[config.mk]
export PLATFORM = sky130hd
export DESIGN_NAME = snake_collision_unit
export DESIGN_NICKNAME = d
export VERILOG_FILES = /design/src/rtl/snake_pkg.sv /design/src/rtl/snake_next_head.sv /design/src/rtl/snake_collision_unit.sv
export SDC_FILE = /design/constraint.sdc
export NUM_CORES = 1
export LEC_CHECK = 0
export CORE_ASPECT_RATIO = 0.9
export CORE_UTILIZATION = 50
export CTS_CLUSTER_DIAMETER = 50
export DETAILED_ROUTE_END_ITERATION = 12
export GPL_TIMING_DRIVEN = 1
export PLACE_DENSITY = 0.66
export SYNTH_ARGS = -nofsm -noshare
export SYNTH_HDL_FRONTEND = slang
export SYNTH_SLANG_ARGS = --single-unit
[constraint.sdc]
create_clock -name clk -period 15.5 [get_ports clk]
set_clock_uncertainty 0.15 [all_clocks]
set_input_delay 3.1 -clock clk [delete_from_list [all_inputs] [get_ports clk]]
set_output_delay 3.1 -clock clk [all_outputs]
set_load 0.02 [all_outputs]
[src/rtl/snake_pkg.sv]
// Shared types and constants for the snake collision datapath.
package snake_pkg;

    typedef enum logic [1:0] {DIR_UP, DIR_DOWN, DIR_LEFT, DIR_RIGHT} dir_t;
    typedef enum logic [1:0] {IDLE, RUN, DEAD} state_t;

    typedef logic [3:0] xcoord_t;
    typedef logic [2:0] ycoord_t;

    localparam int GRID_W   = 16;
    localparam int GRID_H   = 8;
    localparam int INIT_LEN = 3;
    localparam int INIT_HX  = 8;
    localparam int INIT_HY  = 4;

    function automatic logic is_opposite(input dir_t a, input dir_t b);
        logic r;
        r = 1'b0;
        case (a)
            DIR_UP:    r = (b == DIR_DOWN);
            DIR_DOWN:  r = (b == DIR_UP);
            DIR_LEFT:  r = (b == DIR_RIGHT);
            DIR_RIGHT: r = (b == DIR_LEFT);
            default:   r = 1'b0;
        endcase
        return r;
    endfunction

endpackage

[src/rtl/snake_next_head.sv]
// Combinational next-head step with wall detection; up decrements the row.
module snake_next_head
    import snake_pkg::*;
#(
    parameter int GRID_W = 16,
    parameter int GRID_H = 8
) (
    input  xcoord_t head_x,
    input  ycoord_t head_y,
    input  dir_t    dir,
    output xcoord_t nh_x,
    output ycoord_t nh_y,
    output logic    wall_hit
);

    logic signed [4:0] dx, dy, sx, sy;

    always_comb begin
        dx = 5'sd0;
        dy = 5'sd0;
        case (dir)
            DIR_UP:    dy = -5'sd1;
            DIR_DOWN:  dy = 5'sd1;
            DIR_LEFT:  dx = -5'sd1;
            DIR_RIGHT: dx = 5'sd1;
            default: ;
        endcase
        sx = $signed({1'b0, head_x}) + dx;
        sy = $signed({2'b00, head_y}) + dy;
        // Column 15+1 wraps to a negative 5-bit value, so the sign test catches it too.
        wall_hit = (sx < 5'sd0) || (int'(sx) >= GRID_W) ||
                   (sy < 5'sd0) || (int'(sy) >= GRID_H);
        nh_x = sx[3:0];
        nh_y = sy[2:0];
    end

endmodule

[src/rtl/snake_collision_unit.sv]
// Snake body store, head advance and wall/body/apple collision pulses.
module snake_collision_unit #(
    parameter int GRID_W   = snake_pkg::GRID_W,
    parameter int GRID_H   = snake_pkg::GRID_H,
    parameter int MAX_LEN  = 64,
    parameter int INIT_LEN = snake_pkg::INIT_LEN
) (
    input  logic       clk,
    input  logic       rst,
    input  logic       start,
    input  logic       move_tick,
    input  logic [3:0] dir_pulse,
    input  logic [3:0] apple_x,
    input  logic [2:0] apple_y,
    output logic       goodColl,
    output logic       badColl,
    output logic [3:0] head_x,
    output logic [2:0] head_y,
    output logic [6:0] length,
    input  logic [5:0] rd_idx,
    output logic [3:0] rd_x,
    output logic [2:0] rd_y,
    output logic       rd_valid,
    output logic       alive
);
    import snake_pkg::*;

    localparam logic [6:0] MAX_LEN_L  = 7'(MAX_LEN);
    localparam logic [6:0] INIT_LEN_L = 7'(INIT_LEN);

    state_t  state;
    dir_t    cur_dir, pend_dir, dir_req;
    logic    dir_ok, wall_hit, body_hit, apple_hit;
    xcoord_t seg_x [MAX_LEN];
    ycoord_t seg_y [MAX_LEN];
    xcoord_t nh_x;
    ycoord_t nh_y;

    function automatic xcoord_t init_x(input int i);
        return (i < INIT_LEN) ? xcoord_t'(INIT_HX - i) : '0;
    endfunction

    function automatic ycoord_t init_y(input int i);
        return (i < INIT_LEN) ? ycoord_t'(INIT_HY) : '0;
    endfunction

    always_comb begin
        dir_ok  = 1'b1;
        dir_req = DIR_RIGHT;
        case (dir_pulse)
            4'b1000: dir_req = DIR_UP;
            4'b0100: dir_req = DIR_DOWN;
            4'b0010: dir_req = DIR_LEFT;
            4'b0001: dir_req = DIR_RIGHT;
            default: dir_ok  = 1'b0;
        endcase
    end

    snake_next_head #(.GRID_W(GRID_W), .GRID_H(GRID_H)) u_next_head (
        .head_x   (seg_x[0]),
        .head_y   (seg_y[0]),
        .dir      (pend_dir),
        .nh_x     (nh_x),
        .nh_y     (nh_y),
        .wall_hit (wall_hit)
    );

    assign apple_hit = (nh_x == apple_x) && (nh_y == apple_y);

    // The tail cell vacates this tick unless the apple keeps it in place.
    always_comb begin
        body_hit = 1'b0;
        for (int i = 1; i < MAX_LEN; i++) begin
            if (((7'(i) < length - 7'd1) || ((7'(i) == length - 7'd1) && apple_hit)) &&
                (seg_x[i] == nh_x) && (seg_y[i] == nh_y))
                body_hit = 1'b1;
        end
    end

    always_ff @(posedge clk or posedge rst) begin
        if (rst) begin
            state    <= IDLE;
            goodColl <= 1'b0;
            badColl  <= 1'b0;
            alive    <= 1'b0;
            length   <= INIT_LEN_L;
            cur_dir  <= DIR_RIGHT;
            pend_dir <= DIR_RIGHT;
            for (int i = 0; i < MAX_LEN; i++) begin
                seg_x[i] <= init_x(i);
                seg_y[i] <= init_y(i);
            end
        end else begin
            goodColl <= 1'b0;
            badColl  <= 1'b0;
            if (start && state != RUN) begin
                state    <= RUN;
                alive    <= 1'b1;
                length   <= INIT_LEN_L;
                cur_dir  <= DIR_RIGHT;
                pend_dir <= DIR_RIGHT;
                for (int i = 0; i < MAX_LEN; i++) begin
                    seg_x[i] <= init_x(i);
                    seg_y[i] <= init_y(i);
                end
            end else begin
                if (dir_ok && !is_opposite(dir_req, cur_dir))
                    pend_dir <= dir_req;
                if (move_tick && state == RUN) begin
                    cur_dir <= pend_dir;
                    if (wall_hit || body_hit) begin
                        badColl <= 1'b1;
                        state   <= DEAD;
                        alive   <= 1'b0;
                    end else begin
                        goodColl <= apple_hit;
                        seg_x[0] <= nh_x;
                        seg_y[0] <= nh_y;
                        for (int i = 1; i < MAX_LEN; i++) begin
                            seg_x[i] <= seg_x[i-1];
                            seg_y[i] <= seg_y[i-1];
                        end
                        if (apple_hit && length < MAX_LEN_L)
                            length <= length + 7'd1;
                    end
                end
            end
        end
    end

    assign head_x   = seg_x[0];
    assign head_y   = seg_y[0];
    assign rd_valid = ({1'b0, rd_idx} < length);
    assign rd_x     = rd_valid ? seg_x[rd_idx] : '0;
    assign rd_y     = rd_valid ? seg_y[rd_idx] : '0;

endmodule
==> flow_summary.ini <==
[power]
p_comb_share_pct = 43.2
seq_power_share_pct = 29.1
power_frac_clock_pct = 27.7
p_leak_nw = 12.4
powerDensity_nw_per_um2 = 156
switching_share_pct = 43.1
vdd_drop_max_mv = 0.202
p_sw_mw = 2.15
power_mw = 4.99
internal-power_mw = 2.84

[global_routing]
use_met2_pct = 45.6
antenna_found_initial = 4
grt_pass1_vias = 22900
gr-usage-met3_pct = 5.72
use_met1_pct = 43.4
grt_usage_pct = 30.5
grt_pass1_wl_um = 141000
grt-busiest-layer = met2
grt_start_max_net_pins = 248
globalRouteOverflowTotal = 0

[yosys]
synth_cell_types = 72
avgSynthCellArea_um2 = 9.12
synthFlopType = dfrtp_1
async_flop_share_pct = 100
seq_area_frac_synth_pct = 39.2
synth-edff-count = 0
yosys_warnings = 0
syn-cell-area_um2 = 29600
syn-num-nets = 3289
synth_seq_cells = 463
syn_inst = 3250

[outcome]
status = finished clean

[cts]
cts_repair_resize_count = 0
cts_buffers = 56
clkLatencyLatePin_ps = 630
hold_buffers = 0
cts_tree = done
clock_path_buffers = 3
clock-root-buffer = clkbuf_16
post_cts_buffers = 0
numClockSinks = 463
clk_pin_slew_worst_paths_ps = 60
ctsHtreeMaxLevel = 2

[die]
die_height_um = 233
dieArea_um2 = 60300
num_io_pins = 46
die_x_um = 259
rows = 84
start_util_pct = 50.6
core_um2 = 58500

[cells_and_area]
layout_common_cells = nand2_1, dfrtp_1, o21ai_1
area_growth_pct = 7.54
layout-drive-gt1-share_pct = 10.0
diodes = 0
fin_nets = 3152
fin_util_pct = 54.5
multiInputGateArea_um2 = 16500
n_fill_cell = 5171
register_area_um2 = 11600
final_common_cell = nand2_1

[timing]
relSlewSlack_pct = 8.99
period_share_pct = 66.9
fin_crit_ps = 10370
fin_setup_tns_ps = 0
postLayoutSetupSlackWorst_ps = 5130
rsz0062_at_grt = no
hold_violations = 0
setup_viol = 0
report.final.slew_viol_count = 0
worst_pin_slew_ps = 1350
whs_ps = 340
fmax_mhz = 96.4

[critical_path]
r2r_start = length[0]
cpPeakStageDelay_ps = 890
end_kind = output pin
cp.required_ps = 12250
critical-path-top-delay-family = buffers and inverters
startpoint_type = input port
worstReg2RegEnd = seg_x[1]
crit_path_frequent_cell = mux4_2
worstSetupPathType = in2out
critical_path_depth = 7
cpMaxStageDelayCell = buf_4
crit_buf_inv = 3
cp_data_arrival_time_ps = 7120
reg2reg_depth = 14
worstPathMaxFanout = 59
endpoint = rd_x[2]
crit_path_start = rd_idx[0]
path_cells = buf_6, buf_4, mux4_2, mux4_2, mux4_2, nor2b_1, clkdlybuf4s50_1
rrSetupSlack_ps = 7360

[placed_design]
numPortBuffers = 45
gp_congestion = 0.966
dp_worst_setup_slack_ps = 5070
post-dp-hpwl_um = 62400

[route]
dr.pass1.iters = 5
vias = 24100
avgViaCountPerCell = 6.13
routedWlPerCell_um = 23.0
drt_wl_total_um = 90500
drc = 0
drt_iter0_markers = 2943
ant_nets = 0

[job]
maxCapViolCount = 0

[worst_hold_path]
hold_path.class = reg2reg
-- power by group through the flow --
stage | combinational [mW] | clock (mW) | sequential [mW]
finish | 2.16 | 1.38 | 1.45
global route | 2.32 | 1.45 | 1.46
CTS | 2.15 | 1.40 | 1.45
detailed placement | 2.14 | 0 | 1.47
global placement | 2.09 | 0 | 1.46
floorplan | 1.78 | 0 | 1.42
-- metrics by stage --
stage | area, µm² | instances
6_report | 31900 | 3933
5_1_grt | 31900 | 3933
4_1_cts | 31900 | 3933
3_5_place_dp | 29900 | 3829
3_3_place_gp | 29900 | 3829
2_1_floorplan | 29600 | 3250
-- final cells by class --
type	instances	area share, %
inverters	18	0.232
multi-input cells	2497	51.9
clock inverters	31	1.27
well taps	774	3.04
clock buffers	73	4.85
flip-flops and latches	463	36.4
repair buffers	77	2.29
-- flip-flops by register name, indices dropped and copies added, names as in the netlist --
signal,count
seg_y,189
length,7
cur_dir,2
state,2
head_y,3
pend_dir,2
badColl,1
head_x,4
goodColl,1
seg_x,252
-- cells by family after synthesis --
logic type,count (synthesis),share of synthesized area [%]
and+or+nand+nor,1220,17.5
AOI/OAI and AO/OA,633,11.8
xor gates and xnor gates,476,14.1
DFF,463,39.2
buffers and inverters,290,5.34
muxes,150,11.3
adders and majority gates,18,0.785
-- cells in the mapped netlist, types with 40 or more instances --
cell type / count / share of area [%]
nand2_1: 925 / 12
dfrtp_1: 448 / 38
o21ai_1: 430 / 7.3
xnor2_1: 327 / 9.7
mux4_2: 147 / 11
xor2_1: 147 / 4.3
clkbuf_1: 107 / 1.4
nand4_1: 69 / 1.5
o21ai_0: 57 / 0.96
nor4_1: 54 / 1.1
buf_2: 52 / 0.88
nor2_1: 51 / 0.65
buf_6: 46 / 1.7
a21oi_1: 42 / 0.71
buf_1: 40 / 0.51
-- layer usage --
layer | wire [µm] | up-vias
met1 | 38500 | 12000
met2 | 40600 | 1017
met5 | 22 | -
li1 | - | 10900
met4 | 3810 | 4
met3 | 7620 | 181
-- worst min-delay path by stage --
stage | startpoint | to | slack (ps) | depth (start not counted)
detailed placement | seg_x[250] | seg_x[246] | 340 | 2
floorplan | seg_x[249] | seg_x[245] | 310 | 2
CTS | seg_x[250] | seg_x[246] | 340 | 2
global placement | seg_y[188] | seg_y[185] | 330 | 2
global route | seg_x[245] | seg_x[241] | 380 | 2
finish | seg_x[250] | seg_x[246] | 340 | 2
-- worst reg2reg max path: cells and delay by family (launching register included) --
family | cells | cell delay (ps)
buf+inv | 3 | 2230
compound gates | 3 | 890
flops | 1 | 520
fa+ha+maj | 1 | 660
simple gates | 7 | 3550
Power figures use the tool's default switching activity.
